### config.mk
export PLATFORM = sky130hd
export DESIGN_NAME = spi_flash_rd_seq
export DESIGN_NICKNAME = d
export VERILOG_FILES = /design/src/rtl/spi_flash_rd_seq.sv
export SDC_FILE = /design/constraint.sdc
export NUM_CORES = 1
export LEC_CHECK = 0
export BUFFER_PORTS_ARGS = -buffer_cell sky130_fd_sc_hd__buf_2
export CORE_MARGIN = 3
export CORE_UTILIZATION = 25
export DETAILED_ROUTE_END_ITERATION = 10
export PLACE_DENSITY_LB_ADDON = 0.25
export SLEW_MARGIN = 15
export SYNTH_ARGS = -nofsm -noshare
export SYNTH_HDL_FRONTEND = slang
export SYNTH_SLANG_ARGS = --single-unit
### constraint.sdc
create_clock -name PCLK -period 3.2 [get_ports PCLK]
set_input_delay 0.64 -clock PCLK [delete_from_list [all_inputs] [get_ports PCLK]]
set_output_delay 0.64 -clock PCLK [all_outputs]
set_load 0.05 [all_outputs]
### src/rtl/spi_flash_rd_seq.sv
// rtl/spi_flash_rd_seq.sv - APB3 master sequencer driving CoreSPI for SPI-flash READ transfers
//
// Reads `len` bytes from flash address `addr` through a CoreSPI instance (master,
// mode 3, 8-bit frames) and delivers them on a valid/ready byte stream.
//
// Parameters:
//   SSEL_MASK   value written to CoreSPI SSEL to assert the flash chip select
//   POLL_LIMIT  STATUS polls allowed per wait before the transfer aborts with err
//
// Ports:
//   PCLK, PRESETN        clock (shared with CoreSPI), asynchronous active-low reset
//   start, addr, len     one-cycle request, flash byte address, byte count
//   busy, done, err      transfer in progress, end-of-transfer pulse, sticky error
//   m_data, m_valid,     read byte stream towards the consumer
//   m_ready
//   PADDR, PSEL, PENABLE, PWRITE, PWDATA          APB request to CoreSPI
//   PRDATA, PREADY, PSLVERR                       APB response from CoreSPI
//
// Build option:
//   SPI_RD_SEQ_FAST_READ_EN  use FAST READ (0x0B) with one dummy byte after the address

module spi_flash_rd_seq #(
    parameter logic [7:0] SSEL_MASK  = 8'h01,
    parameter int         POLL_LIMIT = 1023
) (
    input  logic        PCLK,
    input  logic        PRESETN,
    input  logic        start,
    input  logic [23:0] addr,
    input  logic [15:0] len,
    output logic        busy,
    output logic        done,
    output logic        err,
    output logic [7:0]  m_data,
    output logic        m_valid,
    input  logic        m_ready,
    output logic [6:0]  PADDR,
    output logic        PSEL,
    output logic        PENABLE,
    output logic        PWRITE,
    output logic [31:0] PWDATA,
    input  logic [31:0] PRDATA,
    input  logic        PREADY,
    input  logic        PSLVERR
);

`ifdef SPI_RD_SEQ_FAST_READ_EN
    localparam logic [7:0] OPCODE  = 8'h0B;
    localparam logic [2:0] HDR_LEN = 3'd5;
`else
    localparam logic [7:0] OPCODE  = 8'h03;
    localparam logic [2:0] HDR_LEN = 3'd4;
`endif

    localparam logic [6:0] REG_CTRL1  = 7'h00;
    localparam logic [6:0] REG_RXDATA = 7'h08;
    localparam logic [6:0] REG_TXDATA = 7'h0C;
    localparam logic [6:0] REG_STATUS = 7'h20;
    localparam logic [6:0] REG_SSEL   = 7'h24;

    localparam int            PW        = (POLL_LIMIT > 1) ? $clog2(POLL_LIMIT) : 1;
    localparam logic [PW-1:0] POLL_LAST = PW'(POLL_LIMIT - 1);

    typedef enum logic [3:0] {
        S_IDLE,
        S_CFG,
        S_CS_ON,
        S_TXPOLL,
        S_TX,
        S_RXPOLL,
        S_RX,
        S_CS_OFF,
        S_DONE
    } state_t;

    // Every access state walks GAP -> SETUP -> ACCESS; GAP keeps PSEL low
    // for a cycle between consecutive accesses.
    typedef enum logic [1:0] {
        PH_GAP,
        PH_SETUP,
        PH_ACCESS
    } phase_t;

    state_t        state, state_n;
    phase_t        phase, phase_n;
    logic [23:0]   addr_q;
    logic [16:0]   frames_left;
    logic [2:0]    skip_left;
    logic [2:0]    tx_pos;
    logic [PW-1:0] poll_cnt;
    logic [7:0]    tx_byte;

    logic accept;
    logic in_access;
    logic apb_done;
    logic poll_ok;
    logic poll_last;
    logic stalled;
    logic prdata_unused;

    assign accept    = start && ((state == S_IDLE) || (state == S_DONE));
    assign in_access = (state != S_IDLE) && (state != S_DONE);
    assign apb_done  = in_access && (phase == PH_ACCESS) && PREADY;
    assign poll_ok   = (state == S_TXPOLL) ? ~PRDATA[3] : ~PRDATA[2];
    assign poll_last = (poll_cnt == POLL_LAST);
    assign stalled   = m_valid && !m_ready;
    assign busy      = in_access;
    assign done      = (state == S_DONE);
    assign prdata_unused = ^PRDATA[31:8];

    // Header bytes first; everything after the address (dummy and data
    // clocking frames) is 0x00.
    always_comb begin
        tx_byte = 8'h00;
        case (tx_pos)
            3'd0:    tx_byte = OPCODE;
            3'd1:    tx_byte = addr_q[23:16];
            3'd2:    tx_byte = addr_q[15:8];
            3'd3:    tx_byte = addr_q[7:0];
            default: tx_byte = 8'h00;
        endcase
    end

    always_ff @(posedge PCLK or negedge PRESETN) begin
        if (!PRESETN) begin
            state <= S_IDLE;
            phase <= PH_GAP;
        end else begin
            state <= state_n;
            phase <= phase_n;
        end
    end

    always_comb begin
        state_n = state;
        phase_n = phase;
        case (state)
            S_IDLE, S_DONE: begin
                phase_n = PH_GAP;
                if (accept)
                    state_n = (len == 16'd0) ? S_DONE : S_CFG;
                else
                    state_n = S_IDLE;
            end
            S_CFG, S_CS_ON, S_TXPOLL, S_TX, S_RXPOLL, S_RX, S_CS_OFF: begin
                case (phase)
                    PH_GAP: begin
                        // Hold off a new frame while an undelivered byte is pending,
                        // so RX can never overwrite m_data.
                        if (!((state == S_TXPOLL) && stalled))
                            phase_n = PH_SETUP;
                    end
                    PH_SETUP: phase_n = PH_ACCESS;
                    PH_ACCESS: begin
                        if (PREADY) begin
                            phase_n = PH_GAP;
                            if (PSLVERR) begin
                                state_n = (state == S_CS_OFF) ? S_DONE : S_CS_OFF;
                            end else begin
                                case (state)
                                    S_CFG:   state_n = S_CS_ON;
                                    S_CS_ON: state_n = S_TXPOLL;
                                    S_TXPOLL: begin
                                        if (poll_ok)        state_n = S_TX;
                                        else if (poll_last) state_n = S_CS_OFF;
                                    end
                                    S_TX: state_n = S_RXPOLL;
                                    S_RXPOLL: begin
                                        if (poll_ok)        state_n = S_RX;
                                        else if (poll_last) state_n = S_CS_OFF;
                                    end
                                    S_RX:    state_n = (frames_left == 17'd1) ? S_CS_OFF : S_TXPOLL;
                                    S_CS_OFF: state_n = S_DONE;
                                    default: state_n = S_IDLE;
                                endcase
                            end
                        end
                    end
                    default: phase_n = PH_GAP;
                endcase
            end
            default: begin
                state_n = S_IDLE;
                phase_n = PH_GAP;
            end
        endcase
    end

    // APB request decode: address/direction/data depend only on the state, so
    // they are stable across SETUP and ACCESS.
    always_comb begin
        PADDR   = 7'h00;
        PWRITE  = 1'b0;
        PWDATA  = 32'h0;
        PSEL    = in_access && (phase != PH_GAP);
        PENABLE = in_access && (phase == PH_ACCESS);
        case (state)
            S_CFG: begin
                PADDR  = REG_CTRL1;
                PWRITE = 1'b1;
                PWDATA = 32'h0000_0003;
            end
            S_CS_ON: begin
                PADDR  = REG_SSEL;
                PWRITE = 1'b1;
                PWDATA = {24'h0, SSEL_MASK};
            end
            S_TXPOLL, S_RXPOLL: PADDR = REG_STATUS;
            S_TX: begin
                PADDR  = REG_TXDATA;
                PWRITE = 1'b1;
                PWDATA = {24'h0, tx_byte};
            end
            S_RX: PADDR = REG_RXDATA;
            S_CS_OFF: begin
                PADDR  = REG_SSEL;
                PWRITE = 1'b1;
            end
            default: PADDR = 7'h00;
        endcase
    end

    always_ff @(posedge PCLK or negedge PRESETN) begin
        if (!PRESETN) begin
            addr_q      <= '0;
            frames_left <= '0;
            skip_left   <= '0;
            tx_pos      <= '0;
            poll_cnt    <= '0;
            err         <= 1'b0;
            m_data      <= 8'h00;
            m_valid     <= 1'b0;
        end else begin
            if (m_valid && m_ready)
                m_valid <= 1'b0;
            if (accept) begin
                err         <= 1'b0;
                addr_q      <= addr;
                frames_left <= {1'b0, len} + 17'(HDR_LEN);
                skip_left   <= HDR_LEN;
                tx_pos      <= 3'd0;
                poll_cnt    <= '0;
            end else if (apb_done) begin
                if (PSLVERR) begin
                    err <= 1'b1;
                end else begin
                    case (state)
                        S_TXPOLL, S_RXPOLL: begin
                            if (poll_ok) begin
                                poll_cnt <= '0;
                            end else begin
                                poll_cnt <= poll_cnt + 1'b1;
                                if (poll_last)
                                    err <= 1'b1;
                            end
                        end
                        S_TX: begin
                            if (tx_pos < HDR_LEN)
                                tx_pos <= tx_pos + 3'd1;
                        end
                        S_RX: begin
                            frames_left <= frames_left - 17'd1;
                            // Bytes clocked in during opcode/address/dummy are junk.
                            if (skip_left != 3'd0) begin
                                skip_left <= skip_left - 3'd1;
                            end else begin
                                m_data  <= PRDATA[7:0];
                                m_valid <= 1'b1;
                            end
                        end
                        default: ;
                    endcase
                end
            end
        end
    end

endmodule

After elaboration in Yosys (flattened, before gate mapping)
Index checks and enable logic that the tools add are counted.

word-level totals
  output and inout port bits = 54
  word-level logic and storage cells = 133
  register bits = 73

operators by class
  add/sub/neg operators = 5
  multiplexer cells = 52
  order comparisons = 1
  reductions and logical operators = 38
  equality and inequality tests = 22
  bitwise operators = 5

operator list
  operator               count
  $mux 17                4
  $mux 10                5
  $mux 4                 9
  $mux 3                 11
  $pmux 8 s4             1
  $pmux 4 s7             1
  $pmux 6 s4             1
  $pmux 8 s3             1
  $add 16x3->17 const B  1
  $eq 17x1->1 const B    1
  $sub 17x1->17 const B  1
  $eq 4x3->1 const B     4
  $logic_not 16->1       1
  $mux 1                 14
  $reduce_bool 2->1      7
  $reduce_and 4->1       3
  $add 10x1->10 const B  1
  $eq 10x10->1 const B   1
  $ne 3x3->1 const B     3
  $reduce_bool 3->1      3
  $eq 4x2->1 const B     2
  $logic_and 1x1->1      8
  $pmux 4 s2             1
  $reduce_or 7->1        1
  other kinds (26)       38

Longest topological paths before layout
  word-level depth = 8
  gate-level depth with buffers = 8
  depth with buffers taken out = 7

Worst setup path before layout
OpenSTA, ideal clock, no wires.

  path type = flip-flop to output port
  start = register state[1]
  end = output PWRITE
  path slack = 0.372 ns
  required time = 2.560 ns
  arrival time = 2.188 ns
  stages on the path, launching flop included = 6
  path through = dfrtp_1 -> clkbuf_1 -> clkbuf_1 -> xor2_1 -> nor2_1 -> nor3_1

between the ends
  word-level cells in the longest chain between the ends = 3
  elaborated cells between the ends (all ways) = 6
  those cells by class = eq/ne (4); mux (1); reduce/logical (1)

RTL lines
  element                             line  RTL
  from (decl)                         84    state_t state, state_n;
  from (signal assigned)              129   state <= state_n;
  $eq 4x3->1 (tied with other cells)  197   case (state)
  $reduce_or 4->1 (no source line) *  n/a
  $mux 1 *                            197
  to (decl)                           40    output logic PWRITE,

Every way passes the cells marked *; elsewhere a longest branch is shown, timed or not.

Worst setup path in the final report
  start = register state[2]
  end = output PWDATA[0]

between the ends
  word-level cells in the longest chain between the ends = 2
  elaborated cells between the ends (all ways) = 4
  those cells by class = eq/ne (3); mux (1)

RTL lines
  element                             line  RTL
  $eq 4x3->1 (tied with other cells)  197
  $pmux 8 s3 *                        197
  to (decl)                           41    output logic [31:0] PWDATA,

Marked as above.

==> reports/qor.yml <==
floorplan:
  coreArea_um2: 16900
  ioPinCount: 132
  initial_core_util_pct: 25.9
  rows: 47
  die_area_um2: 19100
  die_x_um: 138
  die_y_um: 138
placed_design:
  dp_hpwl_um: 8270
  place_ws_ns: 0.557
  gp_congestion: 0.816
  portBuffers: 79
  place_area_um2: 4890
logic_synthesis:
  yosysSeqAreaShare_pct: 41.8
  synth_common_cells: "nand2_1, dfrtp_1, nor2_1, buf_4, nand3_1"
  synthArstFlopShare_pct: 100
  ys_ff_latch: 73
  synthFlopType: "dfrtp_1"
  yosys-top-cells-area: "dfrtp_1, nand2_1, buf_4"
  yosys_warnings: 0
  syn_area_per_cell_um2: 8.71
  yosysTopAreaCell: "dfrtp_1"
  synth_top_area_share_pct: 41.8
  synthAdderAreaFrac_pct: 3.72
  yosysMostFrequentCell: "nand2_1"
  synth_top_family_by_area: "simple AND/OR/NAND/NOR gates"
  syn_inst: 502
  synth-compound-area-share_pct: 9.87
  ys_types: 52
  synth_simple_gate_area_share_pct: 26.2
  syn-cell-area_um2: 4370
  yosys.area_share.xor_xnor_pct: 5.41
  synth_edf_count: 0
  muxShareOfSynthArea_pct: 4.61
detailed_routing:
  dr.pass1.iters: 6
  wire_per_inst_um: 14.3
  viasPerCell: 4.64
  dr.first_iter.drc_count: 182
  final_antenna_net_count: 0
  num_vias: 3717
  drcViolationCount: 0
  wl_um: 11400
global_route:
  antenna_found_initial: 0
  grt_pass1_wl_um: 19000
  track_usage_pct: 12.1
  overflow: 0
  grt_pass1_vias: 3781
  grt_max_degree: 74
finish:
  finalInstanceArea_um2: 5220
  fin_util_pct: 30.9
  n_antenna_cell: 0
  final_nets: 667
  fill_cells: 1803
  area_growth_syn_to_layout_pct: 19.4
  regArea_um2: 1830
  drive_above_1_share_pct: 20.8
  multi_input_area_um2: 2290
sta:
  finalSetupViolations: 0
  relSlewSlack_pct: 35.2
  clock.fmax_mhz: 338
  hold_viol_final: 0
  finalMaxSlewViolations: 0
  tightest_slew_ns: 0.971
  min_period_ns: 2.96
  setup_tns_ns: 0
  finClkSkew_ns: 0.00927
  fin_ws_ns: 0.240
  rsz0062_at_grt: "false"
  min_period_over_period_pct: 92.5
  whs_ns: 0.442
critical_path:
  critPathRequiredTime_ns: 2.56
  path_max_fanout: 21
  reg2reg_from: "state[2]$_DFFE_PN0P_"
  path_class: "flip-flop to primary output"
  cp.arrival_ns: 2.32
  end_kind: "primary output"
  r2r-end: "frames_left[10]$_DFFE_PN0P_"
  worst-r2r-setup-slack_ns: 0.77
  reg2reg_depth: 4
  critPathLaunchType: "flip-flop"
clocking:
  clkSlewWorstSetupHoldPaths_ns: 0.06
  cts.sinks: 73
  clockRootBuffer: "clkbuf_16"
  cts_tree: "yes"
  cts_hold_buf: 0
  cts_max_level: 3
  clockBufferDepth: 2
  cts_setup_buffers: 0
  cts_resized: 0
  clk_latency_ns: 0.34
  cts_buffers: 9
power_and_ir_drop:
  power.density_nw_per_um2: 805
  pwr-share-comb_pct: 37.2
  power_leakage_nw: 2.46
  pwr-share-seq_pct: 36.2
  internal_power_mw: 2.45
  p_clk_share_pct: 26.6
  netSwitchingPower_mw: 1.75
  switching_share_pct: 41.7
  irDropWorstVdd_uv: 237
status:
  outcome: "finished clean"
job:
  drv_cap: 0
hold_path:
  hp-class: "input port to asynchronous set/reset pin"
-- cell usage in the layout (no fill, tap or decap), types with 3 or more instances in the layout --
| master | n |
|---|---|
| nand3_1 | 19 |
| xor2_1 | 12 |
| nand3b_1 | 5 |
| nor3_1 | 17 |
| conb_1 | 28 |
| ha_1 | 13 |
| and2_1 | 3 |
| o211ai_1 | 3 |
| buf_4 | 6 |
| nor2_1 | 43 |
| nor3b_1 | 5 |
| o22ai_1 | 3 |
| or2_2 | 5 |
| and3_1 | 4 |
| a222oi_1 | 6 |
| mux2_2 | 9 |
| o21ai_0 | 17 |
| nor2b_1 | 3 |
| buf_2 | 78 |
| nand4_1 | 7 |
| a21oi_1 | 11 |
| a31oi_1 | 6 |
| xnor2_1 | 15 |
| mux2i_1 | 10 |
| dfrtp_1 | 73 |
| clkbuf_16 | 9 |
| a221oi_1 | 4 |
| inv_1 | 18 |
| nor4_1 | 9 |
| nand2_1 | 101 |
| a21o_1 | 3 |
-- critical path, stage by stage (launching register included) --
cell and delay, ns:
dfrtp_1 0.74, nand4_1 0.61, o21ai_0 0.32, buf_2 0.30
-- worst max path at each step --
| stage | from | to | slack (ns) |
|---|---|---|---|
| finish | state[2]$_DFFE_PN0P_ | PWDATA[0] | 0.24 |
| global route | state[2]$_DFFE_PN0P_ | PWDATA[0] | 0.02 |
| CTS | state[2]$_DFFE_PN0P_ | PWDATA[0] | 0.26 |
| detailed placement | PSLVERR | m_data[5]$_DFFE_PN0P_ | 0.56 |
| global placement | PSLVERR | m_data[6]$_DFFE_PN0P_ | 0.60 |
| floorplan | state[1]$_DFFE_PN0P_ | PWRITE | 0.37 |
-- registers in the layout (all words and copies together), names as in the netlist --
signal	cells
m_valid	1
err	1
state	4
m_data	8
frames_left	17
skip_left	3
tx_pos	3
addr_q	24
phase	2
poll_cnt	10
-- per-stage QoR --
step / total power [mW] / cells
floorplan: 2.70 / 529
global placement: 3.06 / 785
detailed placement: 3.11 / 785
CTS: 4.27 / 801
global route: 4.50 / 801
finish: 4.21 / 801
-- final cells by class --
class                   count  share of cell area, %
clock inverters             5                   1.49
multi-input cells         390                   43.8
inverters                  18                   1.29
clock buffers              11                   4.84
well taps                 220                   5.27
repair buffers             84                   8.34
flip-flops and latches     73                   35.0
-- per-layer routing --
layer | global-route usage, % | vias up | share of wire [%]
li1 | - | 1836 | -
met1 | 14.8 | 1774 | 45
met2 | 20.6 | 95 | 48
met3 | 2.97 | 12 | 4.9
met4 | 4.37 | 0 | 1.6
met5 | 0 | - | 0
-- logic make-up (layout without fill, tap and decap cells) --
group / count (synthesis) / after routing
XOR/XNOR: 27 / 27
flip-flops: 73 / 73
AO/OA/AOI/OAI: 64 / 64
buffers and inverters: 66 / 118
AND/OR/NAND/NOR: 239 / 239
adder cells (fa/ha/maj): 13 / 13
multiplexers: 19 / 19
other: 1 / 28
-- power groups by stage --
stage                     registers (mW)  clock network (mW)  logic [mW]
after global placement              1.51                   0        1.55
after floorplan                     1.41                   0        1.29
after CTS                           1.52                1.16        1.58
after detailed placement            1.53                   0        1.58
final                               1.52                1.12        1.56
after global routing                1.57                1.20        1.73
Power figures use the tool's default switching activity.
